===== src/rtl/tlb_pkg.sv =====
// Shared constants, encodings and field helpers for the TLB maintenance sequencer.
package tlb_pkg;

  localparam int unsigned ENTRIES = 16;
  localparam int unsigned IDX_W   = 4;
  localparam int unsigned DATA_W  = 63;
  localparam int unsigned VPN_W   = 19;

  // Entry field layout
  localparam int unsigned VPN2_HI = 62;
  localparam int unsigned VPN2_LO = 44;
  localparam int unsigned PFN1_HI = 43;
  localparam int unsigned PFN1_LO = 24;
  localparam int unsigned D1      = 23;
  localparam int unsigned V1      = 22;
  localparam int unsigned PFN0_HI = 21;
  localparam int unsigned PFN0_LO = 2;
  localparam int unsigned D0      = 1;
  localparam int unsigned V0      = 0;

  typedef enum logic [1:0] {
    TLB_OP_WI = 2'b00,
    TLB_OP_WR = 2'b01,
    TLB_OP_P  = 2'b10,
    TLB_OP_R  = 2'b11
  } tlb_op_e;

  typedef enum logic [2:0] {
    ST_IDLE  = 3'd0,
    ST_WRITE = 3'd1,
    ST_READ  = 3'd2,
    ST_PROBE = 3'd3,
    ST_DONE  = 3'd4
  } tlb_state_e;

  // Extract the VPN2 tag used as the probe key
  function automatic logic [VPN_W-1:0] entry_vpn2(input logic [DATA_W-1:0] entry);
    return entry[VPN2_HI:VPN2_LO];
  endfunction

endpackage


===== src/rtl/tlb_random_counter.sv =====
// CP0 Random register: free-running decrement that wraps at Wired and reloads on Wired writes.
module tlb_random_counter
  import tlb_pkg::*;
(
  input  logic             clk,
  input  logic             rst,
  input  logic [IDX_W-1:0] wired,
  input  logic             wired_we,
  output logic [IDX_W-1:0] random
);

  localparam logic [IDX_W-1:0] TOP = IDX_W'(ENTRIES - 1);

  // Reload has priority; reaching Wired wraps back to the top (also holds when Wired is the top)
  always_ff @(posedge clk or negedge rst) begin
    if (!rst) begin
      random <= TOP;
    end else if (wired_we || (random == wired)) begin
      random <= TOP;
    end else begin
      random <= random - IDX_W'(1);
    end
  end

endmodule


===== src/rtl/tlb_maint_ctrl.sv =====
// TLB maintenance sequencer: TLBWI/TLBWR writes, TLBR read and a one-entry-per-cycle TLBP probe.
module tlb_maint_ctrl
  import tlb_pkg::*;
(
  input  logic              clk,
  input  logic              rst,
  input  logic              cmd_valid,
  input  logic [1:0]        cmd_op,
  output logic              cmd_ready,
  input  logic [IDX_W-1:0]  cp0_index,
  input  logic [DATA_W-1:0] cp0_entry,
  input  logic [IDX_W-1:0]  cp0_wired,
  input  logic              cp0_wired_we,
  output logic              tlb_we,
  output logic [IDX_W-1:0]  tlb_index,
  output logic [DATA_W-1:0] tlb_data,
  output logic [IDX_W-1:0]  tlb_rindex,
  input  logic [DATA_W-1:0] tlb_rdata,
  output logic              done,
  output logic              probe_hit,
  output logic [IDX_W-1:0]  probe_index,
  output logic [DATA_W-1:0] read_data,
  output logic [IDX_W-1:0]  random,
  output logic              stall_req
);

  localparam logic [IDX_W-1:0] LAST_IDX = IDX_W'(ENTRIES - 1);

  tlb_state_e        state_q, state_d;
  logic              we_d, done_d, ready_d, hit_d;
  logic [IDX_W-1:0]  index_d, rindex_d, pidx_d;
  logic [DATA_W-1:0] data_d, rdata_d;
  logic              accept;
  logic              key_match;

  tlb_random_counter u_random (
    .clk      (clk),
    .rst      (rst),
    .wired    (cp0_wired),
    .wired_we (cp0_wired_we),
    .random   (random)
  );

  assign accept    = cmd_valid & cmd_ready;
  assign key_match = (entry_vpn2(tlb_rdata) == entry_vpn2(tlb_data));
  assign stall_req = ~cmd_ready | accept;

  // Next state and next values of every registered output; tlb_index/tlb_data double as the command latch
  always_comb begin
    state_d  = state_q;
    index_d  = tlb_index;
    data_d   = tlb_data;
    rindex_d = tlb_rindex;
    hit_d    = probe_hit;
    pidx_d   = probe_index;
    rdata_d  = read_data;
    case (state_q)
      ST_IDLE: begin
        if (accept) begin
          data_d = cp0_entry;
          case (tlb_op_e'(cmd_op))
            TLB_OP_WI: begin
              index_d = cp0_index;
              state_d = ST_WRITE;
            end
            TLB_OP_WR: begin
              index_d = random;
              state_d = ST_WRITE;
            end
            TLB_OP_R: begin
              index_d  = cp0_index;
              rindex_d = cp0_index;
              state_d  = ST_READ;
            end
            default: begin
              rindex_d = '0;
              state_d  = ST_PROBE;
            end
          endcase
        end
      end
      ST_WRITE: state_d = ST_IDLE;
      ST_READ: begin
        rdata_d = tlb_rdata;
        state_d = ST_DONE;
      end
      ST_PROBE: begin
        if (key_match) begin
          hit_d   = 1'b1;
          pidx_d  = tlb_rindex;
          state_d = ST_DONE;
        end else if (tlb_rindex == LAST_IDX) begin
          hit_d   = 1'b0;
          pidx_d  = '0;
          state_d = ST_DONE;
        end else begin
          rindex_d = tlb_rindex + IDX_W'(1);
        end
      end
      ST_DONE: state_d = ST_IDLE;
      default: state_d = ST_IDLE;
    endcase
    we_d    = (state_d == ST_WRITE);
    done_d  = (state_d == ST_WRITE) || (state_d == ST_DONE);
    ready_d = (state_d == ST_IDLE);
  end

  // State and output registers; reset aborts any operation without a write or done pulse
  always_ff @(posedge clk or negedge rst) begin
    if (!rst) begin
      state_q     <= ST_IDLE;
      cmd_ready   <= 1'b1;
      tlb_we      <= 1'b0;
      tlb_index   <= '0;
      tlb_data    <= '0;
      tlb_rindex  <= '0;
      done        <= 1'b0;
      probe_hit   <= 1'b0;
      probe_index <= '0;
      read_data   <= '0;
    end else begin
      state_q     <= state_d;
      cmd_ready   <= ready_d;
      tlb_we      <= we_d;
      tlb_index   <= index_d;
      tlb_data    <= data_d;
      tlb_rindex  <= rindex_d;
      done        <= done_d;
      probe_hit   <= hit_d;
      probe_index <= pidx_d;
      read_data   <= rdata_d;
    end
  end

endmodule


===== config.mk =====
export PLATFORM = sky130hd
export DESIGN_NAME = tlb_maint_ctrl
export DESIGN_NICKNAME = d
export VERILOG_FILES = /design/src/rtl/tlb_pkg.sv /design/src/rtl/tlb_random_counter.sv /design/src/rtl/tlb_maint_ctrl.sv
export SDC_FILE = /design/constraint.sdc
export NUM_CORES = 1
export LEC_CHECK = 0
export BUFFER_PORTS_ARGS = -buffer_cell sky130_fd_sc_hd__clkbuf_2
export CAP_MARGIN = 20
export CORE_UTILIZATION = 47
export DETAILED_ROUTE_END_ITERATION = 10
export HOLD_SLACK_MARGIN = 0.05
export PLACE_DENSITY = 0.78
export RECOVER_POWER = 100
export SYNTH_ARGS = -nofsm -noshare
export SYNTH_HDL_FRONTEND = slang
export SYNTH_SLANG_ARGS = --single-unit

===== constraint.sdc =====
create_clock -name clk -period 2.49 [get_ports clk]
set_input_delay 0.498 -clock clk [delete_from_list [all_inputs] [get_ports clk]]
set_output_delay 0.498 -clock clk [all_outputs]
set_load 0.01 [all_outputs]

==> results of run 1 <==
[state kept, by name (all words and copies together), names as in the netlist]
| name | count |
|---|---|
| tlb_index | 4 |
| probe_hit | 1 |
| probe_index | 4 |
| tlb_rindex | 4 |
| done | 1 |
| tlb_data | 63 |
| read_data | 63 |
| tlb_we | 1 |
| state_q | 3 |
| cmd_ready | 1 |
| u_random.random | 4 |
[worst paths after layout]
check                                             to  cells after the start                     start  slack (ps)
max                        tlb_rindex[2]$_DFFE_PN0P_                      5      state_q[2]$_DFF_PN0_         420
min                         tlb_data[40]$_DFFE_PN0P_                      3             cp0_entry[40]         270
max reg2reg                tlb_rindex[2]$_DFFE_PN0P_                      5      state_q[2]$_DFF_PN0_         420
min reg2reg                 tlb_data[40]$_DFFE_PN0P_                      2  tlb_data[40]$_DFFE_PN0P_         470
max in group asynchronous  read_data[46]$_DFFE_PN0P_                      3                       rst         530
min in group asynchronous   tlb_data[18]$_DFFE_PN0P_                      2                       rst         910
[power breakdown]
| part | leakage, nW | internal (mW) | total, mW | switching [mW] |
|---|---|---|---|---|
| clock network | 0.320 | 1.90 | 2.86 | 0.960 |
| logic | 2.01 | 1.58 | 3.97 | 2.40 |
| registers | 1.79 | 3.57 | 4.26 | 0.683 |
| total | 4.12 | 7.05 | 11.1 | 4.04 |
[cells in the mapped netlist (2+ instances only)]
library cell,n
nor2b_1,5
nor3_2,2
a21oi_1,7
clkbuf_1,14
o21ai_0,4
and3_1,3
nor4_1,3
inv_1,5
nand2_1,198
mux2_2,2
mux2_1,63
nor3_1,5
dfstp_2,5
a221o_1,2
buf_2,8
nand3_1,9
ha_1,7
dfrtp_1,144
mux2i_1,4
xnor2_1,14
nor2_1,13
xor2_1,11
nand4_1,5
[worst min-delay path: stages]
cell	delay [ps]
clkbuf_2	70
nand2_1	40
nand2_1	40
[logic make-up after synthesis]
kind of cell	synth area share
simple gates	0.1679
flops	0.6113
mux	0.1264
buf+inv	0.02007
xor+xnor	0.03584
compound gates	0.02417
fa+ha+maj	0.01433
[metal layers]
layer  vias to the layer above  global-route usage  part of all wire
li1                       2382                   -                 -
met1                      2327              0.2795              0.42
met2                       193              0.3738              0.49
met3                        29             0.06119             0.063
met4                         0              0.1034             0.024
met5                         -                   0                 0
[what timing repair did]
item | in CTS | in global routing
buffers inserted | 0 | 0
hold buffers | 1 | 0
hold endpoints to repair | 43 | 0
[metrics by stage]
stage	std cells	util
CTS	1027	0.6696
global placement	995	0.6160
finish	1027	0.6529
global route	1027	0.6529
floorplan	550	-
detailed placement	995	0.6160
[final cells by class]
| class | instances | area [µm²] | share of cell area |
|---|---|---|---|
| inverters | 5 | 18.77 | 0.002269 |
| repair buffers | 298 | 1386 | 0.1676 |
| well taps | 172 | 215.2 | 0.02601 |
| clock buffers | 19 | 442.9 | 0.05354 |
| flip-flops and latches | 149 | 3735 | 0.4515 |
| multi-input cells | 372 | 2248 | 0.2718 |
| clock inverters | 12 | 226.5 | 0.02737 |
==> results.rst, run 1 <==
.. list-table::
   :header-rows: 1

   * - Metric
     - Value
   * - Number of antenna-violating nets in the routed design
     - 0
   * - Register bit count reported by yosys
     - 149
   * - Share of post-route cells with drive strength above 1
     - 0.2211
   * - Core Rows
     - 41
   * - Die ar.
     - 0.01346 mm²
   * - Hold Vio Cnt, Final
     - 0
   * - Maximum resistive drop on vdd
     - 0.6494 mV
   * - Area contributors post-synth
     - dfrtp_1 (59%), nand2_1 (12%), mux2_1 (12%)
   * - Aggregate negative setup slack
     - 0 ps
   * - Final max-slew violation count
     - 0
   * - Buf/Inv on CP
     - 0
   * - Placed Area
     - 0.007805 mm²
   * - Ports placed on the boundary
     - 287
   * - Core Region
     - 0.01267 mm²
   * - Final global-route overflow total
     - 0
   * - Class of the most critical hold timing path
     - primary input to flop
   * - Commonest non-fill, non-tap cell in the layout
     - nand2_1
   * - Wire length of the first global-routing pass
     - 22,990 µm
   * - First-pass iteration count of the detailed router
     - 4
   * - Total routing usage reported by global routing
     - 0.2268
   * - Final period demand of the worst path
     - 2069 ps
   * - Most frequent cells in the layout
     - nand2_1 (198), clkbuf_1 (145), clkbuf_2 (145)
   * - YS warnings
     - 0
   * - Cts bufs inserted
     - 17
   * - Area grow syn2layout
     - 35.41%
   * - Routed wire length per instance
     - 14.65 µm
   * - Leak Pwr
     - 4.119 nW
   * - Cell breakdown of the critical path
     - nor3_1, a32oi_1, or2_0, a311o_1, a221o_1
   * - Total via count in the routed design
     - 4,931
   * - Maximum number of pins on one net before global-route repair
     - 51
   * - CTS clock-pin slew for the worst setup and hold paths
     - 60 ps
   * - PnR worst setup slack
     - 421.2 ps
   * - Maximum cell stage delay along the critical path
     - 410 ps
   * - RSZ-0062 raised after global routing
     - false
   * - Resized Gates After CTS
     - 0
   * - Remaining design rule violation count
     - 0
   * - Type of element launching the critical path
     - flop
   * - Hold slack
     - 272.9 ps
   * - Final Routed Wirelength
     - 15,040 µm
   * - Maximum clock path buffer count
     - 2
   * - Syn_nets
     - 697
   * - Part of the cycle the worst path needs
     - 0.8308
   * - Reported max-cap violation count
     - 0
   * - Post-synthesis average cell area
     - 11.11 µm²
   * - Clock tree root driver cell
     - clkbuf_16
   * - Category of the most critical setup path
     - flop to flop
   * - Clock net sink count
     - 149
   * - Seq/Total Area, Yosys
     - 0.6113
   * - DRC violation total after the first TritonRoute iteration
     - 218
   * - Biggest area consumer among synthesized cells
     - dfrtp_1
   * - Antenna cells
     - 0
   * - Largest clock skew in the final design
     - 8.333 ps
   * - Critical path endpoint category
     - flop
   * - Vertical die dimension
     - 116.0 µm
   * - Outcome
     - finished, final reports clean
   * - Setup-violating endpoint count in the final report
     - 0
   * - Worst slew slack as a fraction of its limit
     - 0.1510
   * - Clock latency of the later-clocked register in the worst-skew pair
     - 410 ps
   * - Width of the chip
     - 116.0 µm
   * - Area of the mapped netlist
     - 0.006110 mm²
   * - Post-synth EDFFs
     - 0
   * - Number of antenna violations at the first check in global routing
     - 0
   * - Worst Path Required
     - 2780 ps
   * - FILL cells
     - 1,131
   * - Slowest cell on the critical path
     - nor3_1
   * - Final layout net count
     - 990
   * - Post-synth cell types
     - 40
   * - Placer's final routability congestion estimate
     - 0.7853
   * - Worst-margin pin slew
     - 1274 ps
   * - Biggest fanout along the worst timing path
     - 5
   * - Final cell area excluding filler cells
     - 0.008273 mm²
   * - Port Buf Inserts
     - 286
   * - Fmax
     - 0.4834 GHz
   * - Vias in the first global route
     - 4,709
   * - Worst endpoint data arrival time
     - 2360 ps
   * - Most frequently used flop master after synthesis
     - dfrtp_1
   * - Setup WS pre-CTS
     - 285.3 ps
   * - Cell class contributing the biggest share of worst-path delay
     - compound AO/OA/AOI/OAI gates
   * - Total Power
     - 11.09 mW
   * - Share of synthesized flip-flops with an asynchronous set or reset
     - 1.000
   * - Detail Placement HPWL
     - 11,290 µm
   * - Total power per unit cell area
     - 1341 mW/mm²
   * - H-tree lvl count
     - 4
   * - Vias per Instance
     - 4.801
   * - Clock tree from TritonCTS
     - built
   * - Gate count of the mapped netlist
     - 550
   * - Starting density of the core
     - 0.4822
   * - Area share of the largest cell type after synthesis
     - 0.5898
(Power assumes the default switching activity.)
==> run 2, diff against run 1 <==
Clock period 2.49 ns to 2.1 ns, I/O delays scaled along.
==> run 2 against run 1 <==
Register-to-register slack got worse by 290 ps. Setup slack lost 290 ps. Hold slack worse by 84 ps. Global-route usage grew 0.18 points. Flip-flop and latch count is the same. Cell count rose by 0.68%. Largest cell class unchanged.
==> results.rst, run 2 (synthesis gave the netlist of run 1 again) <==
.. list-table::
   :header-rows: 1

   * - Metric
     - Value
   * - Outcome
     - finished, final reports clean
   * - H-tree lvl count
     - 4
   * - Maximum number of pins on one net before global-route repair
     - 54
   * - Cell count of the worst hold path
     - 3
   * - Vias in the first global route
     - 4,840
   * - Hold Vio Cnt, Final
     - 0
   * - Fmax
     - 0.5090 GHz
   * - Share of post-route cells with drive strength above 1
     - 0.2285
   * - Remaining design rule violation count
     - 0
   * - Width of the chip
     - 116.0 µm
   * - Core Rows
     - 41
   * - Placer's final routability congestion estimate
     - 0.8219
   * - Cell breakdown of the critical path
     - xor2_1, nor4_1, and3_1, a31o_1, mux2_1
   * - Largest clock skew in the final design
     - 8.874 ps
   * - Total power per unit cell area
     - 1555 mW/mm²
   * - Most frequent cells in the layout
     - nand2_1 (198), clkbuf_2 (147), clkbuf_1 (145)
   * - First-pass iteration count of the detailed router
     - 6
   * - Number of antenna-violating nets in the routed design
     - 0
   * - CTS clock-pin slew for the worst setup and hold paths
     - 60 ps
   * - Worst slew slack as a fraction of its limit
     - 0.3806
   * - Class of the most critical hold timing path
     - primary input to flop
   * - Wire length of the first global-routing pass
     - 23,170 µm
   * - Beginning of the worst register-to-register path
     - tlb_data[46]$_DFFE_PN0P_
   * - Maximum clock path buffer count
     - 2
   * - Category of the most critical setup path
     - flop to flop
   * - Number of cells traversed by the worst register-to-register path
     - 5
   * - Worst-margin pin slew
     - 929.1 ps
   * - Final layout net count
     - 996
   * - Port Buf Inserts
     - 286
   * - Core Region
     - 0.01267 mm²
   * - Worst Path Required
     - 2390 ps
   * - Cell class contributing the biggest share of worst-path delay
     - simple AND/OR/NAND/NOR gates
   * - Aggregate negative setup slack
     - 0 ps
   * - Final period demand of the worst path
     - 1965 ps
   * - Worst endpoint data arrival time
     - 2260 ps
   * - Critical path endpoint category
     - flop
   * - Fin util
     - 0.6489
   * - Final Routed Wirelength
     - 15,050 µm
   * - Total via count in the routed design
     - 5,018
   * - Setup-violating endpoint count in the final report
     - 0
   * - Final global-route overflow total
     - 0
   * - Area grow syn2layout
     - 34.57%
   * - Antenna cells
     - 0
   * - Clock net sink count
     - 149
   * - Slowest cell on the critical path
     - nor4_1
   * - Maximum resistive drop on vdd
     - 0.8397 mV
   * - Biggest fanout along the worst timing path
     - 4
   * - Maximum cell stage delay along the critical path
     - 410 ps
   * - Clock tree from TritonCTS
     - built
   * - Detail Placement HPWL
     - 11,330 µm
   * - Total routing usage reported by global routing
     - 0.2286
   * - Type of element launching the critical path
     - flop
   * - Ports placed on the boundary
     - 287
   * - Clock tree root driver cell
     - clkbuf_16
   * - Vias per Instance
     - 4.853
   * - Part of the cycle the worst path needs
     - 0.9355
   * - Hold path startpoint
     - cp0_entry[32]
   * - Final max-slew violation count
     - 0
   * - Vertical die dimension
     - 116.0 µm
   * - Clock latency of the later-clocked register in the worst-skew pair
     - 420 ps
   * - Buf/Inv on CP
     - 0
   * - Cts bufs inserted
     - 17
   * - Flop2flop setup slack
     - 140 ps
   * - Starting density of the core
     - 0.4822
   * - DRC violation total after the first TritonRoute iteration
     - 183
   * - Top flop regs
     - read_data x63, tlb_data x63
   * - Number of antenna violations at the first check in global routing
     - 0
   * - Routed wire length per instance
     - 14.55 µm
   * - Worst Hold Endpoint
     - tlb_data[32]$_DFFE_PN0P_
   * - Leak Pwr
     - 4.114 nW
   * - Die ar.
     - 0.01346 mm²
   * - Total Power
     - 12.79 mW
   * - Commonest non-fill, non-tap cell in the layout
     - nand2_1
   * - R2r endpoint
     - tlb_rindex[1]$_DFFE_PN0P_
   * - Number of cells on the critical path
     - 5
   * - FILL cells
     - 1,148
   * - RSZ-0062 raised after global routing
     - false
   * - Reported max-cap violation count
     - 0
-- run 2: metrics by stage --
| stage | instance area (µm²) | worst slack, ps | std cells | hold WS, ps |
|---|---|---|---|---|
| 6_report | 8222 | 135.4 | 1034 | 189.4 |
| 5_1_grt | 8222 | 35.15 | 1034 | 182.5 |
| 4_1_cts | 8457 | 109.9 | 1034 | 177.4 |
| 3_5_place_dp | 7838 | 18.40 | 1001 | 332.5 |
| 3_3_place_gp | 7838 | 78.30 | 1001 | 331.0 |
| 2_1_floorplan | 6110 | 253.1 | 550 | 124.4 |
-- run 2: worst max-delay path by stage --
stage,from,endpoint,slack (ps)
4_1_cts,tlb_data[45]$_DFFE_PN0P_,tlb_rindex[1]$_DFFE_PN0P_,110
5_1_grt,rst,read_data[13]$_DFFE_PN0P_,40
3_3_place_gp,cmd_op[0],tlb_rindex[2]$_DFFE_PN0P_,80
6_report,tlb_data[46]$_DFFE_PN0P_,tlb_rindex[1]$_DFFE_PN0P_,140
3_5_place_dp,cmd_op[0],tlb_rindex[2]$_DFFE_PN0P_,20
2_1_floorplan,cmd_op[0],tlb_rindex[2]$_DFFE_PN0P_,250
-- run 2: area by class of cell --
cell class / instances / area [µm²] / area share
clock inverter: 13 / 156.4 / 0.01902
clock buffer: 19 / 452.9 / 0.05509
multi-input combinational: 372 / 2255 / 0.2742
sequential: 149 / 3735 / 0.4543
tap: 172 / 215.2 / 0.02618
inverter: 5 / 18.77 / 0.002283
timing repair buffer: 304 / 1389 / 0.1689
-- run 2: worst min-delay path, cell delays in order --
cell and delay [ps]:
clkbuf_2 80, nand2_1 40, nand2_1 40
-- run 2: routing by layer --
metal | up-vias | track usage | part of all wire
met1 | 2363 | 0.2809 | 0.42
met3 | 35 | 0.06485 | 0.067
met2 | 218 | 0.3742 | 0.49
met4 | 0 | 0.1060 | 0.025
met5 | - | 0 | 0
li1 | 2402 | - | -
-- run 2: timing repair --
item,CTS,global route
setup endpoints to repair,0,1
resized for setup,0,1
hold endpoints to repair,29,0
hold buffers,1,0
setup buffers,0,0
-- run 2: where the power goes --
group	total (mW)	leakage (nW)	internal, mW	switching, mW
clock	3.07	0.298	1.92	1.15
combinational	4.69	2.03	1.86	2.83
sequential	5.02	1.79	4.23	0.785
total	12.8	4.11	8.02	4.77
==> run 3, diff against run 2 <==
Settings changed: GPL_TIMING_DRIVEN from default to 0.
==> run 3 against run 2 <==
Register-to-register slack lost 20 ps. Non-clock buffer count grew 8. Sequential share of layout area grew 0.14 points. Clock power shrank 4%. Global-route usage shrank 0.47 points. Power shrank 0.86%. Fmax shrank 0.80%. Clock-buffer cell count grew 1. Routed wire length shrank 1.1%. Die area is the same. Setup slack lost 16 ps.
==> results.rst, run 3 (synthesis gave the netlist of run 1 again) <==
.. list-table::
   :header-rows: 1

   * - Metric
     - Value
   * - Placed Area
     - 0.007792 mm²
   * - Commonest non-fill, non-tap cell in the layout
     - nand2_1
   * - Worst Hold Endpoint
     - tlb_data[50]$_DFFE_PN0P_
   * - R2r endpoint
     - tlb_rindex[2]$_DFFE_PN0P_
   * - Core Rows
     - 41
   * - Maximum clock path buffer count
     - 2
   * - FILL cells
     - 1,150
   * - Final layout net count
     - 1,004
   * - Vias in the first global route
     - 4,713
   * - Category of the most critical setup path
     - flop to flop
   * - Maximum resistive drop on vdd
     - 0.8831 mV
   * - First-pass iteration count of the detailed router
     - 4
   * - Maximum number of pins on one net before global-route repair
     - 76
   * - Remaining design rule violation count
     - 0
   * - Number of cells traversed by the worst register-to-register path
     - 6
   * - Wire length of the first global-routing pass
     - 22,760 µm
   * - Clock tree from TritonCTS
     - built
   * - Outcome
     - finished, final reports clean
   * - Width of the chip
     - 116.0 µm
   * - Hold Vio Cnt, Final
     - 0
   * - Most frequent cells in the layout
     - nand2_1 (198), clkbuf_1 (159), clkbuf_2 (148)
   * - Clock net sink count
     - 149
   * - Setup-violating endpoint count in the final report
     - 0
   * - Die ar.
     - 0.01346 mm²
   * - Top flop regs
     - read_data x63, tlb_data x63
   * - Flop2flop setup slack
     - 120 ps
   * - Final Routed Wirelength
     - 14,870 µm
   * - Critical path endpoint category
     - flop
   * - Clock tree root driver cell
     - clkbuf_16
   * - Sequential Area
     - 0.003735 mm²
   * - Fmax
     - 0.5049 GHz
   * - Leak Pwr
     - 4.104 nW
   * - Final cell area excluding filler cells
     - 0.008197 mm²
   * - Starting density of the core
     - 0.4822
   * - Total power per unit cell area
     - 1547 mW/mm²
   * - Biggest fanout along the worst timing path
     - 6
   * - Worst endpoint data arrival time
     - 2260 ps
   * - Routed wire length per instance
     - 14.29 µm
   * - Reported max-cap violation count
     - 0
   * - Final global-route overflow total
     - 0
   * - Aggregate negative setup slack
     - 0 ps
   * - Total via count in the routed design
     - 4,998
   * - Antenna cells
     - 0
   * - Number of antenna-violating nets in the routed design
     - 0
   * - Port Buf Inserts
     - 286
   * - Ports placed on the boundary
     - 287
   * - Worst slew slack as a fraction of its limit
     - 0.3262
   * - Vertical die dimension
     - 116.0 µm
   * - Cell count of the worst hold path
     - 3
   * - Number of antenna violations at the first check in global routing
     - 0
   * - H-tree lvl count
     - 4
   * - Share of post-route cells with drive strength above 1
     - 0.2175
   * - Detail Placement HPWL
     - 11,230 µm
   * - Placer's final routability congestion estimate
     - 0.7757
   * - Fin util
     - 0.6469
   * - Final period demand of the worst path
     - 1980 ps
   * - Core Region
     - 0.01267 mm²
   * - RSZ-0062 raised after global routing
     - false
   * - Number of cells after detailed placement
     - 1,009
   * - Hold path startpoint
     - cp0_entry[50]
   * - Final cell count without fillers
     - 1,041
   * - Class of the most critical hold timing path
     - primary input to flop
   * - Largest clock skew in the final design
     - 8.107 ps
   * - Cts bufs inserted
     - 17
   * - Area grow syn2layout
     - 34.16%
   * - Beginning of the worst register-to-register path
     - tlb_rindex[0]$_DFFE_PN0P_
   * - Type of element launching the critical path
     - flop
   * - Worst Path Required
     - 2380 ps
   * - Area of combinational cells with multiple inputs
     - 0.002268 mm²
   * - Total routing usage reported by global routing
     - 0.2240
   * - Worst-margin pin slew
     - 1011 ps
   * - Part of the cycle the worst path needs
     - 0.9431
   * - Clock latency of the later-clocked register in the worst-skew pair
     - 410 ps
   * - Final max-slew violation count
     - 0
   * - CTS clock-pin slew for the worst setup and hold paths
     - 60 ps
   * - DRC violation total after the first TritonRoute iteration
     - 210
   * - Vias per Instance
     - 4.801
run 3: changes by cell type in the layout (fill, tap and decap cells not counted), sizes merged:
cell    before  now
buf         10    6
clkbuf     312  325
clkinv       8    6
run 3: per-layer routing:
layer,routed length (µm),track usage,up-vias
met5,0,0,-
met4,217,0.07949,0
met3,941,0.06015,20
met2,7512,0.3885,184
met1,6202,0.2681,2369
li1,-,-,2425
run 3: layout make-up:
type	instances	area share
repair buffers	289	0.1571
plain buffers	23	0.01221
clock buffers	20	0.05327
well taps	172	0.02626
clock inverters	11	0.01649
inverters	5	0.002290
multi-input cells	372	0.2768
flip-flops and latches	149	0.4557
run 3: worst max path at each step:
stage | start | to | slack (ps) | cells after the start
floorplan | cmd_op[0] | tlb_rindex[2]$_DFFE_PN0P_ | 250 | 7
global placement | rst | read_data[47]$_DFFE_PN0P_ | -1900 | 1
detailed placement | tlb_rdata[45] | probe_index[0]$_DFFE_PN0P_ | -240 | 6
CTS | tlb_data[45]$_DFFE_PN0P_ | tlb_rindex[1]$_DFFE_PN0P_ | 20 | 6
global route | tlb_data[53]$_DFFE_PN0P_ | tlb_rindex[1]$_DFFE_PN0P_ | 2 | 6
finish | tlb_rindex[0]$_DFFE_PN0P_ | tlb_rindex[2]$_DFFE_PN0P_ | 120 | 6
run 3: power by group:
group | switching [mW] | total (mW) | internal, mW
clock network | 1.10 | 2.94 | 1.85
logic | 2.85 | 4.71 | 1.85
registers | 0.790 | 5.03 | 4.24
total | 4.74 | 12.7 | 7.94
run 3: timing repair:
item                                   4_1_cts  5_1_grt
setup endpoints to repair                    4       39
endpoints found under the hold margin       14        0
hold buffers                                 1        0
gates resized for setup                      3        0
buffers inserted                             0        1
pin swaps                                    0        2
cloned                                       0        0
run 3: metrics by stage:
| stage | worst slack (ps) | hold WS, ps | total power [mW] |
|---|---|---|---|
| 2_1_floorplan | 253.1 | 124.4 | 7.926 |
| 3_3_place_gp | -1903 | 457.4 | 9.972 |
| 3_5_place_dp | -242.5 | 461.2 | 10.17 |
| 4_1_cts | 20.15 | 183.3 | 13.20 |
| 5_1_grt | 1.710 | 182.4 | 13.66 |
| 6_report | 119.5 | 200.3 | 12.68 |
run 3: critical path, stage by stage (launching register included):
cell and delay (ps):
dfrtp_1 440, ha_1 250, nand3_1 150, a32oi_1 90
or2_0 300, a311o_1 350, a221o_1 290
